`config.mk`:
```
export PLATFORM = sky130hd
export DESIGN_NAME = din_burst_feeder
export DESIGN_NICKNAME = d
export VERILOG_FILES = /design/src/rtl/din_feeder_pkg.sv /design/src/rtl/din_sync_fifo.sv /design/src/rtl/din_burst_feeder.sv
export SDC_FILE = /design/constraint.sdc
export NUM_CORES = 1
export LEC_CHECK = 0
export ABC_AREA = 0
export BUFFER_PORTS_ARGS = -buffer_cell sky130_fd_sc_hd__buf_2
export CELL_PAD_IN_SITES_DETAIL_PLACEMENT = 1
export CELL_PAD_IN_SITES_GLOBAL_PLACEMENT = 1
export CORE_ASPECT_RATIO = 1.2
export CORE_MARGIN = 3
export CORE_UTILIZATION = 45
export DETAILED_ROUTE_END_ITERATION = 10
export HOLD_SLACK_MARGIN = 0.03
export PLACE_DENSITY_LB_ADDON = 0.1
export SLEW_MARGIN = 20
export SYNTH_ARGS = -nofsm -noshare
export SYNTH_HDL_FRONTEND = slang
export SYNTH_SLANG_ARGS = --single-unit
```
`constraint.sdc`:
```
create_clock -name clk -period 2.5 [get_ports clk]
set_clock_uncertainty 0.15 [all_clocks]
set_input_delay 0.125 -clock clk [delete_from_list [all_inputs] [get_ports clk]]
set_output_delay 0.125 -clock clk [all_outputs]
set_load 0.01 [all_outputs]
```
`src/rtl/din_feeder_pkg.sv`:
```
// Shared types and sizing helpers for the burst feeder and its FIFO.
package din_feeder_pkg;

    typedef enum logic [1:0] {
        ST_IDLE  = 2'd0,
        ST_BURST = 2'd1,
        ST_GAP   = 2'd2
    } feeder_state_t;

    // Occupancy needs one extra bit so a completely full FIFO is representable.
    function automatic int count_width(input int depth);
        return $clog2(depth) + 1;
    endfunction

endpackage

```
`src/rtl/din_sync_fifo.sv`:
```
// Single-clock FIFO with a combinational head-of-queue read and occupancy count.
module din_sync_fifo
    import din_feeder_pkg::*;
#(
    parameter int DWIDTH = 16,
    parameter int DEPTH  = 16
) (
    input  logic                            clk,
    input  logic                            rst_n,
    input  logic                            push,
    input  logic                            pop,
    input  logic [DWIDTH-1:0]               wdata,
    output logic [DWIDTH-1:0]               rdata,
    output logic [count_width(DEPTH)-1:0]   count
);

    localparam int AW = $clog2(DEPTH);
    localparam int CW = count_width(DEPTH);

    logic [DWIDTH-1:0] mem [DEPTH];
    logic [AW-1:0]     wr_ptr_reg;
    logic [AW-1:0]     rd_ptr_reg;
    logic [CW-1:0]     count_reg;

    // Storage carries no reset so it can map onto distributed/block memory.
    always_ff @(posedge clk) begin
        if (push) begin
            mem[wr_ptr_reg] <= wdata;
        end
    end

    always_ff @(posedge clk or negedge rst_n) begin
        if (!rst_n) begin
            wr_ptr_reg <= '0;
            rd_ptr_reg <= '0;
            count_reg  <= '0;
        end else begin
            if (push) begin
                wr_ptr_reg <= wr_ptr_reg + AW'(1);
            end
            if (pop) begin
                rd_ptr_reg <= rd_ptr_reg + AW'(1);
            end
            case ({push, pop})
                2'b10:   count_reg <= count_reg + CW'(1);
                2'b01:   count_reg <= count_reg - CW'(1);
                default: count_reg <= count_reg;
            endcase
        end
    end

    assign rdata = mem[rd_ptr_reg];
    assign count = count_reg;

endmodule

```
`src/rtl/din_burst_feeder.sv`:
```
// Buffers upstream words and replays them to a non-stallable sink as paced bursts.
module din_burst_feeder
    import din_feeder_pkg::*;
#(
    parameter int DWIDTH    = 16,
    parameter int DEPTH     = 16,
    parameter int BURST_LEN = 4,
    parameter int GAP       = 3,
    parameter int TIMEOUT   = 8
) (
    input  logic                        clk,
    input  logic                        rst_n,
    input  logic                        up_valid,
    output logic                        up_ready,
    input  logic [DWIDTH-1:0]           up_data,
    output logic                        din_valid,
    output logic [DWIDTH-1:0]           din_data,
    output logic [$clog2(DEPTH):0]      level,
    output logic                        burst_active
);

    localparam int CW = count_width(DEPTH);
    localparam int WW = (TIMEOUT > 1) ? $clog2(TIMEOUT) : 1;
    localparam int GW = (GAP > 1) ? $clog2(GAP) : 1;

    feeder_state_t     state_reg, state_next;
    logic [CW-1:0]     beats_reg, beats_next;
    logic [CW-1:0]     beat_cnt_reg, beat_cnt_next;
    logic [GW-1:0]     gap_cnt_reg, gap_cnt_next;
    logic [WW-1:0]     wait_cnt_reg, wait_cnt_next;
    logic              din_valid_reg, din_valid_next;
    logic [DWIDTH-1:0] din_data_reg, din_data_next;

    logic              push;
    logic              pop;
    logic [DWIDTH-1:0] fifo_head;
    logic [CW-1:0]     level_w;

    // Ready comes from the registered count only, so a same-cycle pop never frees a slot early.
    assign up_ready = (level_w < CW'(DEPTH));
    assign push     = up_valid && up_ready;

    din_sync_fifo #(
        .DWIDTH (DWIDTH),
        .DEPTH  (DEPTH)
    ) u_fifo (
        .clk   (clk),
        .rst_n (rst_n),
        .push  (push),
        .pop   (pop),
        .wdata (up_data),
        .rdata (fifo_head),
        .count (level_w)
    );

    always_comb begin
        state_next     = state_reg;
        beats_next     = beats_reg;
        beat_cnt_next  = beat_cnt_reg;
        gap_cnt_next   = gap_cnt_reg;
        wait_cnt_next  = wait_cnt_reg;
        din_valid_next = 1'b0;
        din_data_next  = din_data_reg;
        pop            = 1'b0;

        case (state_reg)
            ST_IDLE: begin
                if (level_w >= CW'(BURST_LEN)) begin
                    beats_next    = CW'(BURST_LEN);
                    beat_cnt_next = '0;
                    wait_cnt_next = '0;
                    state_next    = ST_BURST;
                end else if ((TIMEOUT > 0) && (level_w != '0) &&
                             (wait_cnt_reg == WW'(TIMEOUT - 1))) begin
                    beats_next    = level_w;
                    beat_cnt_next = '0;
                    wait_cnt_next = '0;
                    state_next    = ST_BURST;
                end else if (level_w == '0) begin
                    wait_cnt_next = '0;
                end else begin
                    wait_cnt_next = wait_cnt_reg + WW'(1);
                end
            end

            ST_BURST: begin
                // beats never exceeds the level seen at start, so the FIFO cannot run dry here.
                pop            = 1'b1;
                din_valid_next = 1'b1;
                din_data_next  = fifo_head;
                if (beat_cnt_reg == beats_reg - CW'(1)) begin
                    beat_cnt_next = '0;
                    gap_cnt_next  = '0;
                    state_next    = (GAP > 0) ? ST_GAP : ST_IDLE;
                end else begin
                    beat_cnt_next = beat_cnt_reg + CW'(1);
                end
            end

            ST_GAP: begin
                if (gap_cnt_reg == GW'(GAP - 1)) begin
                    gap_cnt_next = '0;
                    state_next   = ST_IDLE;
                end else begin
                    gap_cnt_next = gap_cnt_reg + GW'(1);
                end
            end

            default: state_next = ST_IDLE;
        endcase
    end

    always_ff @(posedge clk or negedge rst_n) begin
        if (!rst_n) begin
            state_reg     <= ST_IDLE;
            beats_reg     <= '0;
            beat_cnt_reg  <= '0;
            gap_cnt_reg   <= '0;
            wait_cnt_reg  <= '0;
            din_valid_reg <= 1'b0;
            din_data_reg  <= '0;
        end else begin
            state_reg     <= state_next;
            beats_reg     <= beats_next;
            beat_cnt_reg  <= beat_cnt_next;
            gap_cnt_reg   <= gap_cnt_next;
            wait_cnt_reg  <= wait_cnt_next;
            din_valid_reg <= din_valid_next;
            din_data_reg  <= din_data_next;
        end
    end

    assign din_valid    = din_valid_reg;
    assign din_data     = din_data_reg;
    assign level        = level_w;
    assign burst_active = (state_reg == ST_BURST);

endmodule

```
==> results.sh <==
export IMPL_max_clock_freq_mhz=433
export IMPL_power_density_nw_per_um2=1170
export IMPL_port_buffers=42
export IMPL_power_switching_mw=5.02
export IMPL_grt_pass1_wl_microns=42200
export IMPL_synth_edff_count=256
export IMPL_synthDistinctLibCells=40
export IMPL_cts_tree="yes"
export IMPL_start_util_pct=46.3
export IMPL_slew_violations=0
export IMPL_fin_crit_ps=2310
export IMPL_hold_slack_ps=130
export IMPL_synthCells=607
export IMPL_power_clock_fraction_pct=28.6
export IMPL_setup_tns_ps=0
export IMPL_antenna_found_initial=0
export IMPL_critPathKind="reg2reg"
export IMPL_switching_share_pct=30.3
export IMPL_ys_flop_type="edfxtp_1"
export IMPL_grt_usage_pct=19.7
export IMPL_fin_nets=752
export IMPL_yosys_area_top_type_share_pct=64.1
export IMPL_worstSkewPairLatency_ps=540
export IMPL_avgViaCountPerCell=5.65
export IMPL_cts_sinks=303
export IMPL_drc=0
export IMPL_maxSlewHeadroom_pct=34.5
export IMPL_yosysTopAreaCell="edfxtp_1"
export IMPL_status="finished clean"
export IMPL_rsz0062_at_grt="no"
export IMPL_min_path_type="in2async"
export IMPL_dp_cells=997
export IMPL_syn_num_nets=640
export IMPL_multi_input_area_sq_um=2950
export IMPL_dp_hpwl_microns=16900
export IMPL_regArea_sq_um=8870
export IMPL_wire_per_inst_microns=25.6
export IMPL_ir_drop_mv=1.06
export IMPL_numCtsBuffers=31
export IMPL_grt_max_degree=68
export IMPL_setup_viol=0
export IMPL_num_antenna_cells=0
export IMPL_path_cells="nand2b_2 > inv_2 > ha_2 > inv_1 > fa_1 > nor2b_1 > o21ai_0 > and3_1 > nor3_1 > xnor2_1"
export IMPL_ios=43
export IMPL_power_frac_seq_pct=40.0
export IMPL_vias=6067
export IMPL_ys_top_cells_by_area="edfxtp_1 64%, mux4_2 12%, dfrtp_1 9.8%"
export IMPL_cts_htree_levels=1
export IMPL_crit_arrival_ps=2620
export IMPL_worst_pin_slew_ps=982
export IMPL_die_w_microns=155
export IMPL_drv_cap=0
export IMPL_final_antenna_net_count=0
export IMPL_crit_slowest_cell="fa_1"
export IMPL_cp_required_ps=2810
export IMPL_min_period_over_period_pct=92.3
export IMPL_ctsLongestPathBuffers=3
export IMPL_largest_register_ffs=256
export IMPL_critPathMaxFanout=4
export IMPL_p_leak_nw=4.99
export IMPL_areaGrowthSynthToFinish_pct=17.9
export IMPL_netlist_area_sq_um=12000
export IMPL_cp_start_kind="register"
export IMPL_coreArea_sq_um=25900
export IMPL_placed_cell_area_sq_um=12900
export IMPL_die_h_microns=185
export IMPL_drive_gt1_share_pct=30.4
export IMPL_wirelength_microns=27500
export IMPL_cpPeakStageDelay_ps=410
export IMPL_die_area_sq_um=28600
export IMPL_ctsRootBufferMaster="clkbuf_16"
export IMPL_gp_congestion=0.740
export IMPL_firstDrtPassIters=4
export IMPL_p_comb_share_pct=31.4
export IMPL_finalNonFillerCells=1073
export IMPL_rows=64
export IMPL_syn_avg_cell_area_sq_um=19.7
export IMPL_final_cell_area_sq_um=14100
export IMPL_yosys_warnings=0
export IMPL_p_int_mw=11.5
export IMPL_hold_violations=0
export IMPL_yosysSeqAreaShare_pct=73.9
export IMPL_async_reset_ff_share_pct=15.5
export IMPL_ys_ff_latch=303
export IMPL_drt_iter0_drc=511
export IMPL_grt_pass1_vias=6736
export IMPL_nFillCells=2292
export IMPL_grt_ovfl_total=0
export IMPL_clkTransAtPathRegs_ps=60
export IMPL_crit_path_end_kind="register"
[routing by layer]
layer / global-route usage, % / routed length [microns]
met5: 0 / 0
met4: 4.13 / 464
met3: 2.52 / 1280
met2: 34.0 / 14000
met1: 27.5 / 11800
[per-stage QoR]
stage	power (mW)	util (%)	setup slack, ps
floorplan	10.2	-	94.5
global placement	11.8	49.9	225
detailed placement	12.0	49.9	137
CTS	16.8	54.6	125
global route	17.5	54.7	1.63
finish	16.6	54.7	192
[layout make-up]
type | count | area share [%]
timing repair buffer | 108 | 5.75
inverter | 13 | 0.345
clock inverter | 23 | 1.84
multi-input combinational | 262 | 20.8
tap | 330 | 2.92
clock buffer | 34 | 5.57
sequential | 303 | 62.7
[path summary, 6_finish.rpt]
| path | depth (start not counted) | startpoint | to | slack [ps] |
|---|---|---|---|---|
| max in group asynchronous | 2 | rst_n | u_fifo.rd_ptr_reg[0]$_DFFE_PN0P_ | 1350 |
| min reg2reg | 1 | din_data[11]$_DFFE_PN0P_ | din_data[11]$_DFFE_PN0P_ | 370 |
| max reg2reg | 10 | state_reg[1]$_DFFE_PN0P_ | u_fifo.count[4]$_DFFE_PN0P_ | 190 |
| min in group clk | 2 | up_data[7] | u_fifo.mem[6][7]$_DFFE_PP_ | 350 |
| min | 2 | rst_n | u_fifo.count[1]$_DFFE_PN0P_ | 130 |
| max | 10 | state_reg[1]$_DFFE_PN0P_ | u_fifo.count[4]$_DFFE_PN0P_ | 190 |
[cell usage after synthesis, types with 2 or more instances]
cell type,n
nand2b_1,3
a22o_1,2
edfxtp_1,256
buf_1,5
nand2_1,22
xor2_1,6
a21o_1,2
buf_6,2
and3_1,2
ha_1,13
nand3b_1,2
o21ai_0,16
nand3_1,3
nand4_1,2
a31o_2,2
o211ai_1,2
a221o_1,16
xnor2_1,11
mux4_2,64
mux2_2,17
and2_1,19
clkbuf_1,13
nor3_1,20
mux2i_1,17
nor2_1,5
buf_2,9
inv_1,12
dfrtp_1,47
nor2b_1,4
a21oi_1,3
[power by group through the flow]
stage,clock (mW),combinational [mW],sequential (mW)
after floorplan,0,3.61,6.56
after global placement,0,5.12,6.69
after detailed placement,0,5.27,6.73
after CTS,4.83,5.31,6.63
after global routing,5.05,5.73,6.69
final,4.73,5.20,6.62
[cells by family (layout without fill, tap and decap cells)]
logic type               count (synthesis)  count (layout)  share of synthesized area [%]
multiplexers                            98              98                           15.0
AO/OA/AOI/OAI                           47              47                           2.95
flip-flops                             303             303                           73.9
adder cells (fa/ha/maj)                 14              14                           1.52
AND/OR/NAND/NOR                         86              86                           3.77
XOR/XNOR                                17              17                           1.24
buffers and inverters                   42             178                           1.53
[critical path: cells and delay by family (launching register included)]
family	cells	cell delay [ps]
AO/OA/AOI/OAI	1	110
XOR/XNOR	1	150
adder cells (fa/ha/maj)	2	620
buffers and inverters	2	140
flip-flops	1	370
AND/OR/NAND/NOR	4	700
[repair_timing]
action,in CTS,in global routing
setup buffers,0,1
resized for setup,0,1
endpoints found under the hold margin,293,0
hold buffers,18,0
setup endpoints to repair,0,1
[layout by cell type, fill, tap and decap left out, drive strengths merged, types with 13 or more instances in the layout]
cell type    Yosys  routed
nand2           22      22
dlygate4sd3      0      18
a221o           16      16
clkbuf          13      34
inv             13      14
dfrtp           47      47
mux4            64      64
ha              13      13
mux2i           17      17
buf             16      90
o21ai           16      16
edfxtp         256     256
mux2            17      17
and2            19      19
nor3            20      20
clkinv           0      15
Note: power is estimated with default switching activity, not from simulation.
